--- src/rtl/muldiv_unit_if.sv ---
// muldiv_unit_if: execute/decode-stage signals exchanged with the mult/div unit.
// The pipeline side is master; the unit itself is slave.
interface muldiv_unit_if;
    logic        StartE;
    logic [1:0]  OpE;
    logic [31:0] SrcAE;
    logic [31:0] SrcBE;
    logic        HiWriteE;
    logic        LoWriteE;
    logic        CancelE;
    logic        HiLoReadD;
    logic        MdStartD;
    logic [31:0] Hi;
    logic [31:0] Lo;
    logic        BusyE;
    logic        DoneE;
    logic        MdStall;

    modport master (
        output StartE, OpE, SrcAE, SrcBE, HiWriteE, LoWriteE,
        output CancelE, HiLoReadD, MdStartD,
        input  Hi, Lo, BusyE, DoneE, MdStall
    );

    modport slave (
        input  StartE, OpE, SrcAE, SrcBE, HiWriteE, LoWriteE,
        input  CancelE, HiLoReadD, MdStartD,
        output Hi, Lo, BusyE, DoneE, MdStall
    );
endinterface

--- src/rtl/muldiv_unit.sv ---
// muldiv_unit: iterative radix-2 mult/multu/div/divu owning HI and LO.
// Magnitudes are processed for 32 CALC cycles, then signs are fixed in SIGN.
module muldiv_unit (
    input  logic         clk,
    input  logic         rst_n,
    muldiv_unit_if.slave bus
);
    typedef enum logic [1:0] {
        IDLE = 2'd0,
        CALC = 2'd1,
        SIGN = 2'd2
    } state_t;

    state_t      r_state;
    state_t      w_next;
    logic [4:0]  r_cnt;
    logic [31:0] r_a;
    logic [31:0] r_b;
    logic [31:0] r_m;
    logic [31:0] r_srca;
    logic [31:0] r_hi;
    logic [31:0] r_lo;
    logic        r_div;
    logic        r_neg_q;
    logic        r_neg_r;
    logic        r_done;

    logic        w_busy;
    logic        w_start;
    logic        w_sgn;
    logic        w_neg_a;
    logic        w_neg_b;
    logic [31:0] w_abs_a;
    logic [31:0] w_abs_b;
    logic [32:0] w_sum;
    logic [32:0] w_shift;
    logic [32:0] w_diff;
    logic [63:0] w_prod;
    logic [31:0] w_quo;
    logic [31:0] w_rem;

    assign w_busy  = (r_state != IDLE);
    assign w_start = (r_state == IDLE) && bus.StartE && !bus.CancelE;
    assign w_sgn   = ~bus.OpE[0];
    assign w_neg_a = w_sgn & bus.SrcAE[31];
    assign w_neg_b = w_sgn & bus.SrcBE[31];
    assign w_abs_a = w_neg_a ? (~bus.SrcAE + 32'd1) : bus.SrcAE;
    assign w_abs_b = w_neg_b ? (~bus.SrcBE + 32'd1) : bus.SrcBE;

    // r_a: product high / partial remainder; r_b: multiplier / quotient.
    assign w_sum   = {1'b0, r_a} + {1'b0, (r_b[0] ? r_m : 32'd0)};
    assign w_shift = {r_a, r_b[31]};
    assign w_diff  = w_shift - {1'b0, r_m};

    assign w_prod  = r_neg_q ? (~{r_a, r_b} + 64'd1) : {r_a, r_b};
    assign w_quo   = r_neg_q ? (~r_b + 32'd1) : r_b;
    assign w_rem   = r_neg_r ? (~r_a + 32'd1) : r_a;

    always_comb begin
        w_next = r_state;
        unique case (r_state)
            IDLE: begin
                if (w_start)
                    w_next = CALC;
            end
            CALC: begin
                if (bus.CancelE)
                    w_next = IDLE;
                else if (r_cnt == 5'd31)
                    w_next = SIGN;
            end
            SIGN: begin
                w_next = IDLE;
            end
            default: begin
                w_next = IDLE;
            end
        endcase
    end

    always_ff @(posedge clk or negedge rst_n) begin
        if (!rst_n)
            r_state <= IDLE;
        else
            r_state <= w_next;
    end

    always_ff @(posedge clk or negedge rst_n) begin
        if (!rst_n) begin
            r_cnt   <= 5'd0;
            r_a     <= 32'd0;
            r_b     <= 32'd0;
            r_m     <= 32'd0;
            r_srca  <= 32'd0;
            r_div   <= 1'b0;
            r_neg_q <= 1'b0;
            r_neg_r <= 1'b0;
        end else if (w_start) begin
            r_cnt   <= 5'd0;
            r_a     <= 32'd0;
            r_b     <= bus.OpE[1] ? w_abs_a : w_abs_b;
            r_m     <= bus.OpE[1] ? w_abs_b : w_abs_a;
            r_srca  <= bus.SrcAE;
            r_div   <= bus.OpE[1];
            r_neg_q <= w_neg_a ^ w_neg_b;
            r_neg_r <= w_neg_a;
        end else if (r_state == CALC) begin
            r_cnt <= r_cnt + 5'd1;
            if (!r_div) begin
                r_a <= w_sum[32:1];
                r_b <= {w_sum[0], r_b[31:1]};
            end else begin
                r_a <= w_diff[32] ? w_shift[31:0] : w_diff[31:0];
                r_b <= {r_b[30:0], ~w_diff[32]};
            end
        end
    end

    always_ff @(posedge clk or negedge rst_n) begin
        if (!rst_n) begin
            r_hi   <= 32'd0;
            r_lo   <= 32'd0;
            r_done <= 1'b0;
        end else begin
            r_done <= 1'b0;
            if (r_state == IDLE) begin
                if (bus.HiWriteE)
                    r_hi <= bus.SrcAE;
                if (bus.LoWriteE)
                    r_lo <= bus.SrcAE;
            end else if (r_state == SIGN && !bus.CancelE) begin
                r_done <= 1'b1;
                if (!r_div) begin
                    {r_hi, r_lo} <= w_prod;
                end else if (r_m == 32'd0) begin
                    r_hi <= r_srca;
                    r_lo <= 32'hFFFF_FFFF;
                end else begin
                    r_hi <= w_rem;
                    r_lo <= w_quo;
                end
            end
        end
    end

    assign bus.Hi      = r_hi;
    assign bus.Lo      = r_lo;
    assign bus.BusyE   = w_busy;
    assign bus.DoneE   = r_done;
    assign bus.MdStall = w_busy & (bus.HiLoReadD | bus.MdStartD);

    // The hazard unit must hold back a new mult/div while one is in flight.
    a_no_start_busy: assert property (
        @(posedge clk) disable iff (!rst_n) !(bus.StartE && w_busy)
    ) else $error("muldiv_unit: StartE while BusyE");
endmodule

--- src/flat_wrapper.sv ---
// flat-port wrapper written by rule: the top's interface ports become plain ports
module muldiv_unit_flat 
  (clk, rst_n, bus_StartE, bus_OpE, bus_SrcAE, bus_SrcBE, bus_HiWriteE, bus_LoWriteE, bus_CancelE, bus_HiLoReadD, bus_MdStartD, bus_Hi, bus_Lo, bus_BusyE, bus_DoneE, bus_MdStall);
  muldiv_unit_if bus_i ();
  input  logic clk;
  input  logic rst_n;
  input wire logic [$bits(bus_i.StartE)-1:0] bus_StartE;
  input wire logic [$bits(bus_i.OpE)-1:0] bus_OpE;
  input wire logic [$bits(bus_i.SrcAE)-1:0] bus_SrcAE;
  input wire logic [$bits(bus_i.SrcBE)-1:0] bus_SrcBE;
  input wire logic [$bits(bus_i.HiWriteE)-1:0] bus_HiWriteE;
  input wire logic [$bits(bus_i.LoWriteE)-1:0] bus_LoWriteE;
  input wire logic [$bits(bus_i.CancelE)-1:0] bus_CancelE;
  input wire logic [$bits(bus_i.HiLoReadD)-1:0] bus_HiLoReadD;
  input wire logic [$bits(bus_i.MdStartD)-1:0] bus_MdStartD;
  output wire logic [$bits(bus_i.Hi)-1:0] bus_Hi;
  output wire logic [$bits(bus_i.Lo)-1:0] bus_Lo;
  output wire logic [$bits(bus_i.BusyE)-1:0] bus_BusyE;
  output wire logic [$bits(bus_i.DoneE)-1:0] bus_DoneE;
  output wire logic [$bits(bus_i.MdStall)-1:0] bus_MdStall;
  assign bus_i.StartE = bus_StartE;
  assign bus_i.OpE = bus_OpE;
  assign bus_i.SrcAE = bus_SrcAE;
  assign bus_i.SrcBE = bus_SrcBE;
  assign bus_i.HiWriteE = bus_HiWriteE;
  assign bus_i.LoWriteE = bus_LoWriteE;
  assign bus_i.CancelE = bus_CancelE;
  assign bus_i.HiLoReadD = bus_HiLoReadD;
  assign bus_i.MdStartD = bus_MdStartD;
  assign bus_Hi = bus_i.Hi;
  assign bus_Lo = bus_i.Lo;
  assign bus_BusyE = bus_i.BusyE;
  assign bus_DoneE = bus_i.DoneE;
  assign bus_MdStall = bus_i.MdStall;
  muldiv_unit u_core (.clk(clk), .rst_n(rst_n), .bus(bus_i));
endmodule
--- config.mk ---
export PLATFORM = sky130hd
export DESIGN_NAME = muldiv_unit_flat
export DESIGN_NICKNAME = d
export VERILOG_FILES = /design/src/rtl/muldiv_unit_if.sv /design/src/rtl/muldiv_unit.sv /design/src/flat_wrapper.sv
export SDC_FILE = /design/constraint.sdc
export NUM_CORES = 1
export LEC_CHECK = 0
export BUFFER_PORTS_ARGS = -buffer_cell sky130_fd_sc_hd__buf_2
export CORE_MARGIN = 2
export CORE_UTILIZATION = 56
export DETAILED_ROUTE_END_ITERATION = 7
export PLACE_DENSITY = 0.86
export SYNTH_ARGS = -nofsm -noshare
export SYNTH_HDL_FRONTEND = slang
export SYNTH_SLANG_ARGS = --single-unit
--- constraint.sdc ---
create_clock -name clk -period 5 [get_ports clk]
set_clock_uncertainty 0.15 [all_clocks]
set_input_delay 0.25 -clock clk [delete_from_list [all_inputs] [get_ports clk]]
set_output_delay 0.25 -clock clk [all_outputs]
set_load 0.005 [all_outputs]
## Word level (Yosys, flattened, before mapping)

Cells that the tools add are included.

- Div/mod/pow operators: 0
- Reductions and logical operators: 12
- Eq/ne operators: 7
- Magnitude comparators: 0
- Multiplexer cells: 33
- Shifts and indexed selects: 0
- Multiply operators: 0
- Add/subtract/negate cells: 8
- Bitwise logic cells: 12

Operators by type and width:

| kind | count |
|---|---|
| two-way mux 32 bit | 24 |
| adder 32 x 1 -> 32 bit (second input constant) | 4 |
| inverter 32 bit | 4 |
| adder 64 x 1 -> 64 bit (second input constant) | 1 |
| two-way mux 64 bit | 1 |
| inverter 64 bit | 1 |
| adder 32 x 32 -> 33 bit | 1 |
| subtractor 33 x 32 -> 33 bit | 1 |
| logical NOT 32 bit | 1 |
| two-way mux 5 bit | 2 |
| two-way mux 2 bit | 3 |
| AND reduction 2 bit | 3 |
| nonzero test 2 bit | 3 |
| adder 5 x 1 -> 5 bit (second input constant) | 1 |
| == test 5 bit (second input constant) | 1 |
| != test 2 bit (second input constant) | 2 |
| one-hot mux 2 bit (2 select lines) | 1 |
| AND 1 bit | 3 |
| logical AND 1 bit | 3 |
| != test 3 x 2 -> 1 bit (second input constant) | 1 |
| == test 2 x 1 -> 1 bit (second input constant) | 1 |
| == test 2 bit (second input constant) | 1 |
| logical NOT 2 bit | 1 |
| two-way mux 1 bit | 2 |
| other kinds (5) | 6 |

- Output and inout port bits: 67
- RAM bits: 0
- Memories kept: 0
- ROM bits: 0
- Latch bits: 0
- Register bits after elaboration: 203
- Bits of input ports: 74
- Word-level logic and storage cells: 84

## Logic depth before layout (Yosys ltp)

Gate-level depths: netlist of run 1.

- Word-level depth: 7
- Depth in mapped cells: 16
- Mapped depth without buffers: 14

## Worst setup path after synthesis of run 1

OpenSTA, ideal clock, no wires.

- Path type: reg2reg
- Start point: reg u_core.r_b[0]
- End point: reg u_core.r_a[26]
- Path slack: 1142 ps
- Library setup time: 131 ps
- Required time: 4719 ps
- Buffers on the path: 2
- Cell stages (with the launch flop): 16
- Arrival: 3576 ps
- Cell sequence: dfrtp_1 > clkbuf_1 > inv_1 > clkbuf_1 > nor2_1 > ha_1 > o21ai_0 > a21oi_1 > a31oi_1 > a211oi_1 > a2111oi_0 > nor2b_1 > a211oi_1 > xor2_1 > o21ai_0 > or3_1

- Longest elaborated chain between the ends: 5

RTL lines:

| item | RTL line | text |
|---|---|---|
| from (decl) | muldiv_unit.sv:18 | `logic [31:0] r_b;` |
| from (signal assigned) | muldiv_unit.sv:101 | `r_b <= bus.OpE[1] ? w_abs_a : w_abs_b;` |
| from (signal assigned) | muldiv_unit.sv:111 | `r_b <= {w_sum[0], r_b[31:1]};` |
| from (signal assigned) | muldiv_unit.sv:114 | `r_b <= {r_b[30:0], ~w_diff[32]};` |
| two-way mux 32 bit | muldiv_unit.sv:51 | `assign w_sum = {1'b0, r_a} + {1'b0, (r_b[0] ? r_m : 32'd0)};` |
| adder 32 x 32 -> 33 bit | muldiv_unit.sv:51 |  |
| two-way mux 32 bit | muldiv_unit.sv:109 | `if (!r_div) begin` |
| two-way mux 32 bit | muldiv_unit.sv:107 | `end else if (r_state == CALC) begin` |
| two-way mux 32 bit | muldiv_unit.sv:98 | `end else if (w_start) begin` |
| to (signal assigned) | muldiv_unit.sv:110 | `r_a <= w_sum[32:1];` |
| to (signal assigned) | muldiv_unit.sv:113 | `r_a <= w_diff[32] ? w_shift[31:0] : w_diff[31:0];` |
| to (decl) | muldiv_unit.sv:17 | `logic [31:0] r_a;` |

Every way passes these cells. The select of a mux whose other input is x is not followed.
A chain may end at the register's enable or synchronous reset.

## Worst setup path after layout of run 1

Same ends and word-level chain as after synthesis.

==> results of run 1 <==
-- cell type report --
class                   count  area share (%)
repair buffers            209            7.01
clock inverters             9           0.420
multi-input cells        1788            58.3
well taps                 390            2.56
clock buffers              33            3.75
flip-flops and latches    203            26.6
inverters                  70            1.38
-- layer usage --
metal | GRT usage (%) | up-vias | wire, um
li1 | - | 8074 | -
met1 | 49.0 | 8516 | 23500
met2 | 57.4 | 1169 | 26600
met3 | 8.31 | 319 | 6650
met4 | 24.6 | 4 | 4780
met5 | 0 | - | 30
-- worst max-delay path, stage by stage, from the launching register on --
cell and delay [ns]:
dfrtp_1 0.47, inv_1 0.21, buf_4 0.26, nor2_1 0.08, ha_1 0.32, o21ai_0 0.42
a21oi_1 0.19, a31oi_1 0.39, a211oi_1 0.15, a2111oi_0 0.52, buf_4 0.22, nor2b_1 0.07
a211oi_1 0.36, xor2_1 0.18, o21ai_0 0.09, or3_1 0.38
-- Yosys cell counts, types with 42 or more instances --
cell type and number:
ha_1 70, dfrtp_1 203, xnor2_1 130, o211ai_1 48, o21ai_0 212, a21oi_1 147
mux2i_1 76, clkbuf_1 150, nor2_1 173, nand3_1 42, inv_1 69, xor2_1 74
nand2_1 347
-- flip-flops by register name, summed over array words and instances (netlist names) --
register and cells:
u_core.bus.Hi 32, u_core.bus.Lo 32, u_core.r_a 32, u_core.r_b 32, u_core.r_m 32, u_core.r_srca 32
u_core.r_cnt 5, u_core.r_state 2, u_core.bus.DoneE 1, u_core.r_div 1, u_core.r_neg_q 1, u_core.r_neg_r 1
-- power breakdown --
group	internal [W]	switching, W	total (W)	leakage [nW]
clock	0.00105	0.000741	0.00179	0.396
combinational	0.00229	0.00325	0.00553	5.40
sequential	0.00208	0.000795	0.00287	2.49
-- what timing repair did --
action	CTS	global route
hold buffers	39	0
setup buffers	0	0
hold endpoints to repair	122	0
-- kinds of logic (layout without fill, tap and decap cells) --
group,after synthesis,count (layout),share of synthesized area [%]
xor gates and xnor gates,204,204,10.5
buffers and inverters,241,321,5.38
muxes,77,77,4.52
adders and majority gates,72,72,5.36
AOI/OAI and AO/OA,681,681,24.5
DFF,203,203,29.7
and+or+nand+nor,754,754,20.1
-- worst max path at each step --
stage                              start             end  slack (ns)  cells after the start
after floorplan            u_core.r_b[0]  u_core.r_a[26]        1.14                     15
after global placement     u_core.r_b[0]  u_core.r_a[26]        0.67                     15
after detailed placement  u_core.r_b[31]   u_core.r_a[6]        0.64                     14
after CTS                  u_core.r_b[0]  u_core.r_a[26]        0.63                     15
after global routing       u_core.r_b[0]  u_core.r_a[26]        0.24                     15
final                      u_core.r_b[0]  u_core.r_a[26]        0.45                     15
-- through the flow --
step	setup WS (ns)	hold WS, ns
5_1_grt	0.237	0.0201
2_1_floorplan	1.14	-0.196
3_3_place_gp	0.665	0.165
4_1_cts	0.633	0.00120
3_5_place_dp	0.638	0.171
6_report	0.447	0.0128
==> results_dict.tcl, run 1 <==
set metrics [dict create \
    clockBufferDepth 3 \
    maxCapViolCount 0 \
    wl_um 61600 \
    dpl.hpwl_um 44300 \
    grt_pass1_wl_um 93800 \
    synth_area_mm2 0.0171 \
    dp_cells 2621 \
    fmax_ghz 0.220 \
    cts_root_buffer "clkbuf_16" \
    finalCoreUtilization_pct 63.9 \
    syn_to_final_growth_pct 11.7 \
    dr.first_iter.drc_count 2400 \
    vias_per_cell 6.69 \
    p_total_w 0.0102 \
    synthTopCellsByArea "dfrtp_1 (30%), nand2_1 (7.6%), xnor2_1 (6.7%), o21ai_0 (6.2%), ha_1 (5.1%)" \
    die_w_um 179 \
    cp_max_fo 15 \
    grt_max_degree 115 \
    r2r_slack_ns 0.45 \
    path_class "reg -> reg" \
    cts_num_sinks 203 \
    htreeDepth 1 \
    grt_remaining_overflow 0 \
    yosysTopAreaCell "dfrtp_1" \
    irDropWorstVdd_uv 317 \
    worstSetupEndpointType "flip-flop" \
    min_path_cells 3 \
    fin_nets 2442 \
    dpl_cell_area_mm2 0.0179 \
    cts_buffers 24 \
    core_area_mm2 0.0299 \
    cts_tree "done" \
    power_density_mw_per_mm2 534 \
    vias 18100 \
    status "finished clean" \
    cp.required_ns 5.27 \
    clkLatencyLatePin_ns 0.54 \
    relSlewSlack_pct 15.5 \
    antenna_left 0 \
    worst_pin_slew_ns 1.27 \
    fillers 2532 \
    rsz0062_at_grt "false" \
    grt_pass1_vias 17000 \
    ys_dominant_reg_cell "dfrtp_1" \
    multiInputGateArea_mm2 0.0111 \
    drive_above_1_share_pct 10.4 \
    maxSlewViolCount 0 \
    syn_nets 2378 \
    hold_path_end "u_core.bus.Lo[7]" \
    setup_viol 0 \
    final_area_mm2 0.0191 \
    clk_pin_slew_worst_paths_ns 0.06 \
    insertedDiodeCount 0 \
    dieArea_mm2 0.0319 \
    initial_core_util_pct 57.2 \
    regArea_mm2 0.00508 \
    async_reset_ff_share_pct 100 \
    dieHeight_um 179 \
    reg2reg_from "u_core.r_b[0]" \
    timing.final.crit_share_pct 91.1 \
    timing.rr.end "u_core.r_a[26]" \
    ys_ff_latch 203 \
    cp_data_arrival_time_ns 4.82 \
    layout_commonest_cell "nand2_1" \
    power_leakage_nw 8.29 \
    period_needed_ns 4.55 \
    synth_cell_type_count 77 \
    ios 141 \
    final_cells 2702 \
    tns_ns 0 \
    synth_seq_area_share_pct 29.7 \
    final_cell_mix "nand2_1 (347), o21ai_0 (212), dfrtp_1 (202)" \
    cts_resized 0 \
    startpoint_type "flip-flop" \
    hold_violations 0 \
    num_rows 63 \
    synth_top_area_share_pct 29.7 \
    globalRouteTotalUtil_pct 38.0 \
    worstHoldStart "bus_SrcAE[7]" \
    syn_avg_cell_area_um2 7.66 \
    wl_per_cell_um 22.8 \
    port-buffer-count 140 \
    hold_path.class "in -> reg" \
    synth_edf_count 0 \
    gp_congestion 0.990 \
    synth_warnings 0 \
    syn_inst 2232 \
    drc 0 \
    grt_antenna_before_repair 2 \
    first_pass_iters 7 \
    rr_worst_depth 15 \
]
Note: power is estimated with default switching activity, not from simulation.
==> run 2: changes to the inputs <==
==> constraint.sdc (replaced) <==
create_clock -name clk -period 4.2 [get_ports clk]
set_clock_uncertainty 0.15 [all_clocks]
set_input_delay 0.21 -clock clk [delete_from_list [all_inputs] [get_ports clk]]
set_output_delay 0.21 -clock clk [all_outputs]
set_load 0.005 [all_outputs]
==> results_dict.tcl, run 2 (same netlist as run 1, synthesis figures left out) <==
set metrics [dict create \
    status "finished clean" \
    routed.top_layer "met4" \
    reg2reg_from "u_core.r_m[0]" \
    wl_met2_um 27900 \
    num_rows 63 \
    hold_violations 0 \
    drc 0 \
    relSlewSlack_pct 17.6 \
    clockBufferDepth 3 \
    maxSlewViolCount 0 \
    period_needed_ns 3.99 \
    cts_setup_buffers 0 \
    dpl.hpwl_um 45700 \
    wl_met3_um 7630 \
    min_path_cells 5 \
    dr.first_iter.drc_count 2271 \
    path_class "reg -> reg" \
    worstHoldStart "bus_SrcBE[13]" \
    power_leakage_nw 8.50 \
    holdWs_ns 0.00616 \
    timing.rr.end "u_core.r_a[6]" \
    grt_pass1_vias 17100 \
    timing.final.crit_share_pct 95.0 \
    first_pass_iters 6 \
    cp.required_ns 4.48 \
    cp_max_fo 19 \
    grt_antenna_before_repair 0 \
    layout_commonest_cell "nand2_1" \
    grt_pass1_wl_um 96400 \
    worstSetupEndpointType "flip-flop" \
    htreeDepth 1 \
    met1Wirelength_um 24000 \
    vias_per_cell 6.68 \
    wl_um 63800 \
    core_area_mm2 0.0299 \
    hold_path_end "u_core.r_b[13]" \
    maxCapViolCount 0 \
    grt_max_degree 122 \
    insertedDiodeCount 0 \
    vias 18400 \
    cp_data_arrival_time_ns 4.27 \
    port-buffer-count 140 \
    cts_buffers 25 \
    dieArea_mm2 0.0319 \
    wl_per_cell_um 23.2 \
    grt_remaining_overflow 0 \
    worst_pin_slew_ns 1.23 \
    clkLatencyLatePin_ns 0.55 \
    fin_nets 2486 \
    drive_above_1_share_pct 12.0 \
    cts_root_buffer "clkbuf_16" \
    hold_path.class "in -> reg" \
    irDropWorstVdd_uv 405 \
    rsz0062_at_grt "false" \
    power_density_mw_per_mm2 638 \
    dieHeight_um 179 \
    setup_viol 0 \
    clk_pin_slew_worst_paths_ns 0.06 \
    cts_tree "done" \
    tns_ns 0 \
    r2r_slack_ns 0.21 \
    initial_core_util_pct 57.2 \
    rr_worst_depth 14 \
    syn_to_final_growth_pct 13.8 \
    fmax_ghz 0.251 \
    final_cell_mix "nand2_1 (347), o21ai_0 (212), dfrtp_1 (202)" \
    gp_congestion 1.01 \
    die_w_um 179 \
    p_total_w 0.0124 \
    cts_num_sinks 203 \
    ios 141 \
    startpoint_type "flip-flop" \
    antenna_left 0 \
    finalCoreUtilization_pct 65.1 \
    globalRouteTotalUtil_pct 39.3 \
]
==> run 2: cell count changes in the layout (fill, tap and decap cells not counted), sizes merged <==
cell	previous run	this run
bufinv	1	0
clkbuf	34	32
inv	68	71
clkinv	9	11
dlygate4sd3	39	45
buf	169	206
==> run 2: final cells by class <==
| type | instances | area, um^2 |
|---|---|---|
| clock buffer | 31 | 678 |
| clock inverter | 13 | 86.3 |
| fill | 2483 | 10400 |
| inverter | 70 | 263 |
| multi-input combinational | 1788 | 11100 |
| sequential | 203 | 5080 |
| tap | 390 | 488 |
| timing repair buffer | 252 | 1710 |
==> run 2: report_power, final <==
| group | internal [W] | total, W | leakage (nW) | switching (W) |
|---|---|---|---|---|
| clock network | 0.00115 | 0.00208 | 0.383 | 0.000925 |
| registers | 0.00248 | 0.00321 | 2.49 | 0.000732 |
| logic | 0.00292 | 0.00713 | 5.63 | 0.00421 |
| total | 0.00654 | 0.0124 | 8.50 | 0.00587 |
==> run 2: worst max-delay path, cell delays in order, from the launching register on <==
cell       delay, ns
dfrtp_1         0.41
ha_1            0.23
fa_1            0.43
nor2b_1         0.23
o31ai_1         0.14
a311oi_2        0.35
o2111ai_1       0.19
a211oi_1        0.24
buf_4           0.16
nor3_1          0.04
or3b_2          0.53
buf_12          0.21
mux2i_1         0.13
mux2_2          0.26
a22o_1          0.17
==> run 2: worst max path at each step <==
| stage | from | endpoint | slack [ns] | cells past startpoint |
|---|---|---|---|---|
| floorplan | u_core.r_b[0] | u_core.r_a[26] | 0.34 | 15 |
| global placement | u_core.r_m[0] | u_core.r_a[27] | 0.20 | 15 |
| detailed placement | u_core.r_m[0] | u_core.r_a[6] | 0.13 | 14 |
| CTS | u_core.r_m[0] | u_core.r_a[6] | 0.1 | 14 |
| global route | u_core.r_m[0] | u_core.r_a[6] | 0.02 | 14 |
| finish | u_core.r_m[0] | u_core.r_a[6] | 0.21 | 14 |
==> run 2: metal layers <==
metal	vias up	global-route usage, %
met2	1222	60.5
met3	320	10.2
met4	0	23.1
li1	8166	-
met1	8642	49.6
met5	-	0
==> run 2: per-stage QoR <==
stage | std cells | cell area, um^2 | setup WS [ns]
detailed placement | 2658 | 18200 | 0.129
floorplan | 2232 | 17100 | 0.342
global route | 2747 | 19400 | 0.0162
finish | 2747 | 19400 | 0.211
CTS | 2747 | 19400 | 0.0987
global placement | 2658 | 18200 | 0.200
==> run 2: repair_timing <==
| item | 4_1_cts | 5_1_grt |
|---|---|---|
| setup endpoints to repair | 0 | 8 |
| hold buffers | 45 | 0 |
| endpoints found under the hold margin | 189 | 0 |
| resized for setup | 0 | 4 |
